### src/rtl/mem_access_unit.sv
// mem_access_unit -- MEM-stage load/store controller for the 5-stage MIPS pipeline.
//
// Sits downstream of the EX/MEM register. It turns a load/store in the MEM stage
// into one transaction on a variable-latency req/ack data bus. It generates byte lane
// enables and lane-replicated store data, and aligns and extends the returned load
// data. While the access is outstanding it holds the pipeline through stallM.
//
// Ports
//   clk, rst     clock, asynchronous active-high reset
//   memreadM     MEM-stage instruction is a load (wins if memwriteM is also set)
//   memwriteM    MEM-stage instruction is a store
//   sizeM        00 byte, 01 half, 10/11 word
//   signedM      sign-extend (1) or zero-extend (0) sub-word loads
//   addrM        byte address from the ALU
//   wdataM       right-justified store data
//   readdataM    aligned, extended load data; holds until the next completed load
//   stallM       pipeline hold while an access is in progress
//   misalignM    combinational address exception
//   bus_err      one-cycle flag that the access was aborted by timeout
//   bus_req/bus_we/bus_addr/bus_be/bus_wdata   registered bus request side
//   bus_ack/bus_rdata                          bus completion pulse and read word
//
// Optional feature: define MEM_TIMEOUT_EN to abort a bus cycle after TIMEOUT_CYCLES
// BUSY cycles without bus_ack. Without it, BUSY waits indefinitely and bus_err is 0.
`timescale 1ns/1ps

module mem_access_unit #(
  parameter int ADDR_W         = 32,
  parameter int TIMEOUT_CYCLES = 255
) (
  input  logic              clk,
  input  logic              rst,
  input  logic              memreadM,
  input  logic              memwriteM,
  input  logic [1:0]        sizeM,
  input  logic              signedM,
  input  logic [ADDR_W-1:0] addrM,
  input  logic [31:0]       wdataM,
  output logic [31:0]       readdataM,
  output logic              stallM,
  output logic              misalignM,
  output logic              bus_err,
  output logic              bus_req,
  output logic              bus_we,
  output logic [ADDR_W-1:0] bus_addr,
  output logic [3:0]        bus_be,
  output logic [31:0]       bus_wdata,
  input  logic              bus_ack,
  input  logic [31:0]       bus_rdata
);

  typedef enum logic [1:0] {IDLE, BUSY, DONE} stateT;

  stateT       state, stateNext;
  logic        acc, szByte, szHalf, szWord;
  logic        startAcc, startIdle, ackHit, timeoutHit;
  logic [3:0]  beNext;
  logic [1:0]  sizeL, laneL;
  logic        signedL;

  if (TIMEOUT_CYCLES < 1) begin : gBadTimeout
    $error("mem_access_unit: TIMEOUT_CYCLES must be at least 1");
  end

  // Pick the addressed byte/half out of the bus word and extend it.
  function automatic logic [31:0] extractLoad(input logic [31:0] w, input logic [1:0] sz,
                                              input logic sgn, input logic [1:0] lane);
    logic [7:0]  b;
    logic [15:0] h;
    b = w[{lane, 3'b000} +: 8];
    h = lane[1] ? w[31:16] : w[15:0];
    if (sz[1])      return w;
    else if (sz[0]) return {{16{sgn & h[15]}}, h};
    else            return {{24{sgn & b[7]}}, b};
  endfunction

  // Replicate the store data onto every lane so the enabled lanes carry it.
  function automatic logic [31:0] replicateStore(input logic [31:0] d, input logic [1:0] sz);
    if (sz[1])      return d;
    else if (sz[0]) return {2{d[15:0]}};
    else            return {4{d[7:0]}};
  endfunction

  assign acc    = memreadM | memwriteM;
  assign szWord = sizeM[1];
  assign szHalf = (sizeM == 2'b01);
  assign szByte = (sizeM == 2'b00);

  assign misalignM = acc & ((szHalf & addrM[0]) | (szWord & (addrM[1:0] != 2'b00)));
  assign startAcc  = acc & ~misalignM;
  assign startIdle = (state == IDLE) & startAcc;
  assign ackHit    = (state == BUSY) & bus_ack;

  always_comb begin
    beNext = 4'b1111;
    if (szByte)      beNext = 4'b0001 << addrM[1:0];
    else if (szHalf) beNext = addrM[1] ? 4'b1100 : 4'b0011;
  end

  // Next state and the Mealy stall output. DONE always returns to IDLE and never
  // restarts, even though the same instruction still presents acc that cycle.
  always_comb begin
    stateNext = state;
    stallM    = 1'b0;
    case (state)
      IDLE: begin
        stallM = startAcc;
        if (startAcc) stateNext = BUSY;
      end
      BUSY: begin
        stallM = 1'b1;
        if (bus_ack || timeoutHit) stateNext = DONE;
      end
      DONE:    stateNext = IDLE;
      default: stateNext = IDLE;
    endcase
  end

  always_ff @(posedge clk or posedge rst) begin
    if (rst) begin
      state     <= IDLE;
      bus_req   <= 1'b0;
      bus_we    <= 1'b0;
      bus_addr  <= '0;
      bus_be    <= 4'b0000;
      bus_wdata <= 32'h0;
      sizeL     <= 2'b00;
      signedL   <= 1'b0;
      laneL     <= 2'b00;
      readdataM <= 32'h0;
    end else begin
      state <= stateNext;

      // Request side is captured once and held for the whole bus cycle.
      if (startIdle) begin
        bus_req   <= 1'b1;
        bus_we    <= memwriteM & ~memreadM;
        bus_addr  <= {addrM[ADDR_W-1:2], 2'b00};
        bus_be    <= beNext;
        bus_wdata <= replicateStore(wdataM, sizeM);
        sizeL     <= sizeM;
        signedL   <= signedM;
        laneL     <= addrM[1:0];
      end else if (ackHit || timeoutHit) begin
        bus_req <= 1'b0;
      end

      // readdataM is the load register: updated only by a completed load or an abort.
      if (ackHit && !bus_we)
        readdataM <= extractLoad(bus_rdata, sizeL, signedL, laneL);
      else if (timeoutHit)
        readdataM <= 32'h0;
    end
  end

`ifdef MEM_TIMEOUT_EN
  localparam int TO_W = ($clog2(TIMEOUT_CYCLES + 1) > 8) ? $clog2(TIMEOUT_CYCLES + 1) : 8;

  logic [TO_W-1:0] toCnt;

  // toCnt counts completed ack-less BUSY cycles, so the abort fires in the
  // TIMEOUT_CYCLES-th BUSY cycle. An ack in that same cycle takes precedence.
  assign timeoutHit = (state == BUSY) & ~bus_ack & (toCnt == TO_W'(TIMEOUT_CYCLES - 1));

  always_ff @(posedge clk or posedge rst) begin
    if (rst) begin
      toCnt   <= '0;
      bus_err <= 1'b0;
    end else begin
      bus_err <= timeoutHit;
      if (startIdle)
        toCnt <= '0;
      else if (state == BUSY && !bus_ack)
        toCnt <= toCnt + 1'b1;
    end
  end
`else
  assign timeoutHit = 1'b0;
  assign bus_err    = 1'b0;
`endif

endmodule

### config.mk
export PLATFORM = sky130hd
export DESIGN_NAME = mem_access_unit
export DESIGN_NICKNAME = d
export VERILOG_FILES = /design/src/rtl/mem_access_unit.sv
export SDC_FILE = /design/constraint.sdc
export NUM_CORES = 1
export LEC_CHECK = 0
export BUFFER_PORTS_ARGS = -buffer_cell sky130_fd_sc_hd__buf_2
export CORE_MARGIN = 8
export CORE_UTILIZATION = 44
export CTS_CLUSTER_DIAMETER = 120
export DETAILED_ROUTE_END_ITERATION = 7
export HOLD_SLACK_MARGIN = 0.05
export PLACE_DENSITY = 0.84
export SYNTH_ARGS = -nofsm -noshare
export SYNTH_HDL_FRONTEND = slang
export SYNTH_SLANG_ARGS = --single-unit
### constraint.sdc
create_clock -name clk -period 3.5 [get_ports clk]
set_input_delay 0.525 -clock clk [delete_from_list [all_inputs] [get_ports clk]]
set_output_delay 0.525 -clock clk [all_outputs]
set_load 0.1 [all_outputs]
==> reports/metrics.cfg, run 1 <==
[critical_path]
worstReg2RegStart=sizeL[1]$_DFFE_PP0P_
crit_required_ps=2970
crit_start=sizeM[0]
path_max_fanout=20
worstSetupPathType=in -> out
worstSetupStartpointType=input pin
end_kind=primary output
critPathArrivalTime_ps=1720

[global_routing]
antenna_found_initial=0
grt_max_degree=75
grt_pass1_vias=4626
grt_pass1_wl_mm=23.63
gr-total-overflow=0
grt_use_total_pct=20.14

[route]
vias=4514
antenna_left=0
drc=0
post_drt_via_cell_ratio=5.106
drt_iter0_drc=480
first_pass_iters=5
wl_mm=14.99
wl_per_cell_um=16.96

[place]
port_buffers=205
gp_congestion=0.8433
dp_hpwl_mm=11.26

[yosys]
ys_warn_count=0
yosys.area.top_type=dfrtp_1
synth.avg_cell_area_um2=9.044
syn_inst=552
syn_area_mm2=0.004992
synth_area_leaders=dfrtp_1 (54%), nand2_1 (15%), mux2i_1 (5.6%)
synth_seq_cells=107
yosysSeqAreaShare_pct=53.63
synth_top_area_share_pct=53.63
ys.flop_type=dfrtp_1
synth-edff-count=0
async_flop_share_pct=100.0
synth_cell_types=37

[cts]
clk_pin_slew_ps=70
hold_buffers=0
cts_buffer_depth=2
htree_levels=3
cts_buffers=9
tritoncts=done
cts_setup_buffers=0
clock_sinks=107
postCtsResizedCells=0
clock-root-buffer=clkbuf_16
clk-insertion-delay-late_ps=350

[timing]
tightestPinTransition_ps=891.9
drv_slew=0
tns_ps=0
fin_skew_ps=8.163
rsz0062_at_grt=no
max_freq_mhz=446.3
period_share_pct=64.02
max-slew-margin-rel_pct=40.54
period_minus_slack_ps=2241
setup_viol=0
hold_viol_final=0

[floorplanning]
core_mm2=0.01122
die_h_um=122.5
start_util_pct=44.48
io_pins=209
dieArea_mm2=0.01501
die_w_um=122.5
rows=39

[run_status]
outcome=finished, final reports clean

[finish]
n_antenna_cell=0
layout_common_cells=nand2_1 (204), buf_2 (204), dfrtp_1 (107)
drive_above_1_share_pct=33.47
area_growth_pct=27.79
final_nets=840

[min_path]
hold_path_class=in -> async

[job]
drv_cap=0

layer usage:
metal | up-vias | part of all wire [%] | wire length (um) | GRT usage, %
met5 | - | 0 | 0 | 0
met4 | 0 | 1.7 | 255 | 5.788
met3 | 19 | 12 | 1845 | 9.338
met2 | 221 | 46 | 6954 | 32.63
met1 | 2068 | 40 | 5934 | 23.56
li1 | 2206 | - | - | -
per-stage QoR:
step / cells / area [um2] / utilization, % / hold WS (ps) / setup slack [ps]
floorplan: 554 / 5000 / - / 520.9 / 157.8
global placement: 868 / 6075 / 54.12 / 452.5 / 1263
detailed placement: 868 / 6075 / 54.12 / 456.4 / 1254
CTS: 884 / 6380 / 56.85 / 207.3 / 1257
global route: 884 / 6380 / 56.85 / 232.3 / 1109
finish: 884 / 6380 / 56.85 / 199.5 / 1259
synth_stat cells (all sizes together), types with 2 or more instances:
cell,n
clkbuf,8
a31oi,8
inv,5
a221o,2
nand3,33
a22oi,8
nor3,8
nand2b,11
o21ai,39
mux2,7
buf,33
mux2i,28
o31ai,2
a21o,2
nand3b,3
dfrtp,107
nor2,14
o221a,7
nand2,204
a21oi,11
flip-flops by register name, indices dropped and copies added (netlist names):
signal and cells:
signedL 1, sizeL 2, laneL 2, bus_be 4, bus_we 1, bus_req 1
readdataM 32, state 2, bus_wdata 32, bus_addr 30
cell type report:
cell class | count | area (um2)
Fill cell | 1022 | 4843
Clock inverter | 6 | 76.32
Timing Repair Buffer | 212 | 1106
Inverter | 5 | 21.27
Sequential cell | 107 | 2678
Multi-Input combinational cell | 401 | 2091
Tap cell | 143 | 178.9
Clock buffer | 10 | 229.0
kinds of logic (layout without fill, tap and decap cells):
logic type	Yosys count	count (layout)	share of synthesized area (%)
compound gates	81	81	10.43
xor+xnor	1	1	0.1755
flops	107	107	53.63
mux	35	35	7.193
simple gates	281	281	23.83
buf+inv	46	233	4.662
other cells	1	3	0.07512
critical path, cell delays in order:
cell and delay [ps]:
buf_2 310, o21ai_1 160, nand4b_1 130, buf_4 260, nand2_1 130, buf_12 190
worst paths after layout:
check | endpoint | cells past startpoint | slack [ps]
max in group asynchronous | bus_addr[31]$_DFFE_PP0P_ | 3 | 2550
max reg2reg | readdataM[13]$_DFFE_PP0P_ | 4 | 1430
max | stallM | 6 | 1260
min | readdataM[3]$_DFFE_PP0P_ | 2 | 200
min in group clk | bus_addr[27]$_DFFE_PP0P_ | 3 | 360
min reg2reg | bus_addr[31]$_DFFE_PP0P_ | 2 | 470
Power of run 1 is not shown: default switching activity piles up to over one toggle a cycle in this logic, so the estimate is an artifact.
==> run 2, diff against run 1 <==
--- a/config.mk
+++ b/config.mk
@@ -5,6 +5,7 @@
 export SDC_FILE = /design/constraint.sdc
 export NUM_CORES = 1
 export LEC_CHECK = 0
+export ABC_AREA = 1
 export BUFFER_PORTS_ARGS = -buffer_cell sky130_fd_sc_hd__buf_2
 export CORE_MARGIN = 8
 export CORE_UTILIZATION = 44
==> constraint.sdc (replaced) <==
create_clock -name clk -period 2 [get_ports clk]
set_input_delay 0.3 -clock clk [delete_from_list [all_inputs] [get_ports clk]]
set_output_delay 0.3 -clock clk [all_outputs]
set_load 0.1 [all_outputs]
==> run 2 against run 1 <==
Against the previous run:
- sequential share of layout area down 0.59 points
- final cell count up 9.4%
- via count up 9.7%
- non-clock buffer count up 10
- highest routed layer unchanged
==> reports/metrics.cfg, run 2 <==
[global_routing]
antenna_found_initial=0  ; unchanged
grt_pass1_vias=4827  ; +4.3%
gr-total-overflow=0  ; unchanged
grt_max_degree=74  ; -1.3%
grt_use_total_pct=20.36  ; +0.22 points
grt_pass1_wl_mm=24.18  ; +2.3%

[timing]
period_minus_slack_ps=1797
tightestPinTransition_ps=609.2  ; -282.8 ps
tns_ps=0  ; unchanged
max-slew-margin-rel_pct=59.29  ; +19 points
setup_viol=0  ; unchanged
drv_slew=0  ; unchanged
max_freq_mhz=556.3
period_share_pct=89.87
hold_viol_final=0  ; unchanged
fin_skew_ps=7.764  ; -0.3987 ps
holdWs_ps=183.0  ; -16.44 ps
rsz0062_at_grt=no

[yosys]
syn_area_mm2=0.004997  ; +0.10%
synth_top_area_share_pct=53.58  ; -0.054 points
syn_inst=622  ; +13%
ys.flop_type=dfrtp_1
synth_seq_cells=107  ; unchanged
ys_warn_count=0  ; unchanged
synth_common_cells=nand2_1 (215), dfrtp_1 (107), a21oi_1 (65), o21ai_0 (54), nand3_1 (48)
yosysMostFrequentCell=nand2_1
yosysSeqAreaShare_pct=53.58  ; -0.054 points
async_flop_share_pct=100.0  ; unchanged
synth_area_leaders=dfrtp_1 (54%), nand2_1 (16%), a21oi_1 (6.5%)
yosys.area.top_type=dfrtp_1
synth_cell_types=25  ; -32%
synth-edff-count=0  ; unchanged
synth.avg_cell_area_um2=8.034  ; -11%

[critical_path]
end_kind=primary output
critical_path.slowest_cell=dfrtp_1
worstSetupPathType=reg -> out
critPathArrivalTime_ps=1500  ; -220 ps
crit_buf_inv=1  ; -2
path_cells=nor3_2 -> nand2_4 -> nand2_2 -> buf_12
worstSetupStartpointType=flip-flop
crit_start=state[0]$_DFFE_PP0P_
slowest_delay_ps=400  ; +90 ps
path_max_fanout=17  ; -15%
crit_required_ps=1700  ; -1270 ps
crit_family=simple AND/OR/NAND/NOR gates
worstReg2RegStart=state[1]$_DFFE_PP0P_

[route]
drc=0  ; unchanged
first_pass_iters=5  ; unchanged
vias=4953  ; +9.7%
wl_per_cell_um=15.92  ; -6.1%
drt_iter0_drc=445  ; -7.3%
post_drt_via_cell_ratio=5.122  ; +0.31%
wl_mm=15.39  ; +2.7%
antenna_left=0  ; unchanged

[finish]
final_nets=923  ; +9.9%
n_antenna_cell=0  ; unchanged
layout_common_cells=nand2_1 (214), buf_2 (204), dfrtp_1 (107)
fillers=1062  ; +3.9%
reg_top3=bus_wdata: 32 flops, readdataM: 32 flops, bus_addr: 30 flops
drive_above_1_share_pct=30.58  ; -2.9 points
mostFrequentLayoutCell=nand2_1
area_growth_pct=29.49

[floorplanning]
die_w_um=122.6  ; about the same
rows=39  ; unchanged
die_h_um=122.6  ; about the same
io_pins=209  ; unchanged
dieArea_mm2=0.01502  ; about the same
start_util_pct=44.33  ; -0.15 points
core_mm2=0.01127  ; +0.43%

[cts]
tritoncts=done
clock-root-buffer=clkbuf_16
clk-insertion-delay-late_ps=340  ; about the same
clk_pin_slew_ps=70  ; about the same
postCtsResizedCells=0  ; unchanged
clock_sinks=107  ; unchanged
cts_buffers=9  ; unchanged
cts_buffer_depth=2  ; unchanged
cts_setup_buffers=0  ; unchanged
htree_levels=3  ; unchanged

[run_status]
outcome=finished, final reports clean

[min_path]
hold_start=addrM[19]
hold_path_class=in -> reg

[job]
drv_cap=0  ; unchanged

[place]
dp_hpwl_mm=11.49  ; +2.1%
gp_congestion=0.9254  ; +9.7%
port_buffers=205  ; unchanged

-- run 2: timing repair --
| action | CTS | global route |
|---|---|---|
| hold buffers | 1 | 0 |
| endpoints found under the hold margin | 36 | 0 |
| endpoints found under the setup margin | 0 | 0 |
-- run 2: area by class of cell --
| cell class | count | area, um2 | area share [%] |
|---|---|---|---|
| Multi-Input combinational cell | 440 | 1983 | 30.65 |
| Timing Repair Buffer | 222 | 1209 | 18.68 |
| Tap cell | 143 | 178.9 | 2.765 |
| Sequential cell | 107 | 2678 | 41.38 |
| Inverter | 39 | 150.1 | 2.320 |
| Clock inverter | 4 | 26.28 | 0.4060 |
| Clock buffer | 12 | 246.5 | 3.809 |
-- run 2: worst min-delay path: stages --
cell	delay, ps
buf_2	80
nand3_1	60
nand2_1	60
-- run 2: kinds of logic after synthesis --
family | after synthesis | share of synthesized area (%)
DFF | 107 | 53.58
AOI/OAI and AO/OA | 138 | 15.07
and+or+nand+nor | 299 | 24.09
buffers and inverters | 77 | 7.185
other | 1 | 0.07504
-- run 2: per-stage QoR --
step / area (um2) / utilization [%] / setup slack, ps / instances
floorplan: 5014 / - / 51.31 / 624
global placement: 6188 / 54.90 / 320.3 / 950
detailed placement: 6188 / 54.90 / 308.2 / 950
CTS: 6471 / 57.41 / 188.7 / 967
global route: 6471 / 57.41 / 58.78 / 967
finish: 6471 / 57.41 / 202.5 / 967
-- run 2: final timing paths --
path                                              to  slack (ps)  depth (start not counted)
setup / recovery                              stallM         200                          4
hold / removal              bus_addr[19]$_DFFE_PP0P_         180                          3
setup reg to reg            readdataM[7]$_DFFE_PP0P_         270                          8
hold reg to reg             bus_addr[29]$_DFFE_PP0P_         470                          2
max in group asynchronous  readdataM[15]$_DFFE_PP0P_        1050                          4
min in group asynchronous  readdataM[20]$_DFFE_PP0P_         580                          4
-- run 2: per-layer routing --
layer	GRT usage, %	up-vias	share of wire [%]
met2	32.11	253	46
met1	25.22	2276	41
li1	-	2392	-
met3	6.900	32	11
met5	0	-	0
met4	8.302	0	2.2
Power of run 2 is left out for the same reason.
==> run 3, diff against run 2 <==
--- a/config.mk
+++ b/config.mk
@@ -12,7 +12,7 @@
 export CTS_CLUSTER_DIAMETER = 120
 export DETAILED_ROUTE_END_ITERATION = 7
 export HOLD_SLACK_MARGIN = 0.05
-export PLACE_DENSITY = 0.84
+export PLACE_DENSITY = 0.77
 export SYNTH_ARGS = -nofsm -noshare
 export SYNTH_HDL_FRONTEND = slang
 export SYNTH_SLANG_ARGS = --single-unit
==> run 3 against run 2 <==
Against the previous run:
- worst hold slack lost 1.3 ps
- critical path depth is the same
- critical endpoint unchanged
- clock skew shrank 2.9 ps
- first-iteration DRC count shrank 13%
- global-route usage shrank 0.21 points
- non-clock buffer count is the same
- worst setup slack lost 3.5 ps
- critical path type unchanged
- sequential share of layout area shrank 0.096 points
- final cell count is the same
- final area grew 0.23%
- fmax shrank 0.19%
==> reports/metrics.cfg, run 3 (same netlist as run 2, synthesis figures left out) <==
[finish]
instances_no_fill=967  ; unchanged
multiInputGateArea_mm2=0.001983  ; unchanged
area_growth_pct=29.79
drive_above_1_share_pct=30.34  ; -0.24 points
reg_top3=bus_wdata: 32 flops, readdataM: 32 flops, bus_addr: 30 flops
mostFrequentLayoutCell=nand2_1
final-seq-area_mm2=0.002678  ; unchanged
layout_common_cells=nand2_1 (214), buf_2 (204), dfrtp_1 (107)
final_nets=923  ; unchanged
fillers=1070  ; +0.75%
final_core_util_pct=57.54  ; +0.13 points
n_antenna_cell=0  ; unchanged

[floorplanning]
start_util_pct=44.33  ; unchanged
die_w_um=122.6  ; unchanged
core_mm2=0.01127  ; unchanged
rows=39  ; unchanged
dieArea_mm2=0.01502  ; unchanged
die_h_um=122.6  ; unchanged
io_pins=209  ; unchanged

[route]
wl_mm=15.09  ; -2.0%
antenna_left=0  ; unchanged
drt_iter0_drc=389  ; -13%
wl_per_cell_um=15.60  ; -2.0%
post_drt_via_cell_ratio=5.047  ; -1.5%
drc=0  ; unchanged
vias=4880  ; -1.5%
first_pass_iters=4  ; -1

[place]
gp_congestion=0.8933  ; -3.5%
port_buffers=205  ; unchanged
dp.cells=950  ; unchanged
dp_hpwl_mm=11.40  ; -0.86%

[cts]
htree_levels=3  ; unchanged
clock_sinks=107  ; unchanged
cts_buffers=9  ; unchanged
cts_buffer_depth=2  ; unchanged
clock-root-buffer=clkbuf_16
cts_setup_buffers=0  ; unchanged
clk-insertion-delay-late_ps=340  ; about the same
clk_pin_slew_ps=70  ; about the same
tritoncts=done

[timing]
tns_ps=0  ; unchanged
holdWs_ps=181.7  ; -1.310 ps
max-slew-margin-rel_pct=61.56  ; +2.3 points
rsz0062_at_grt=no
setup_viol=0  ; unchanged
tightestPinTransition_ps=575.5  ; -33.70 ps
period_minus_slack_ps=1801  ; +3.470 ps
max_freq_mhz=555.3  ; -0.19%
drv_slew=0  ; unchanged
period_share_pct=90.05  ; +0.17 points
fin_skew_ps=4.853  ; -2.911 ps
hold_viol_final=0  ; unchanged

[critical_path]
path_max_fanout=15  ; -2
worstReg2RegStart=laneL[1]$_DFFE_PP0P_
critPathArrivalTime_ps=1500  ; about the same
worstSetupStartpointType=flip-flop
worstSetupPathType=reg -> out
rrSetupSlack_ps=330  ; +60 ps
crit_required_ps=1700  ; about the same
end_kind=primary output
r2r_cells=7  ; -1
critical_path.slowest_cell=dfrtp_1
path_cells=nor3_2 -> nand2_4 -> nand2_2 -> buf_12
slowest_delay_ps=390  ; about the same
r2r-end=readdataM[28]$_DFFE_PP0P_

[global_routing]
antenna_found_initial=0  ; unchanged
gr-total-overflow=0  ; unchanged
grt_use_total_pct=20.15  ; -0.21 points
grt_max_degree=81  ; +9.5%
grt_pass1_wl_mm=23.92  ; -1.1%
grt_pass1_vias=4833  ; +0.12%

[min_path]
hold_depth=2  ; -1
hold_path_class=in -> reg
worstHoldEndpoint=state[0]$_DFFE_PP0P_
hold_start=bus_ack

[job]
drv_cap=0  ; unchanged

[run_status]
outcome=finished, final reports clean

-- run 3: area by class of cell --
cell class              count  share of cell area, %
repair buffers            222                  18.83
multi-input cells         440                  30.57
clock buffers              15                  4.128
inverters                  39                  2.315
flip-flops and latches    107                  41.28
well taps                 143                  2.758
clock inverters             1                 0.1157
-- run 3: through the flow --
stage	setup WS [ps]	cell area (um2)
2_1_floorplan	51.31	5014
3_3_place_gp	429.5	6201
3_5_place_dp	337.2	6201
4_1_cts	172.1	6486
5_1_grt	103.9	6486
6_report	199.1	6486
-- run 3: worst max-delay path: cells and delay by family, from the launching register on --
| family | cells | cell delay [ps] |
|---|---|---|
| buf+inv | 1 | 170 |
| flops | 1 | 390 |
| simple gates | 3 | 610 |
-- run 3: worst max path at each step --
stage	startpoint	endpoint	slack [ps]	cells past startpoint
CTS	state[0]$_DFFE_PP0P_	stallM	170	4
detailed placement	laneL[1]$_DFFE_PP0P_	readdataM[16]$_DFFE_PP0P_	340	7
global placement	sizeM[0]	stallM	430	7
global route	state[1]$_DFFE_PP0P_	stallM	100	4
finish	state[0]$_DFFE_PP0P_	stallM	200	4
floorplan	sizeM[1]	misalignM	50	6
-- run 3: repair_timing --
action / CTS / global route
hold buffers: 1 / 0
endpoints found under the setup margin: 0 / 0
hold endpoints to repair: 19 / 0
resized for setup: 0 / 0
-- run 3: metal layers --
layer / share of wire (%) / global-route usage, %
met1: 42 / 25.66
met2: 46 / 31.53
met3: 11 / 6.348
met4: 1.6 / 7.692
met5: 0 / 0
Power of run 3 is left out for the same reason.
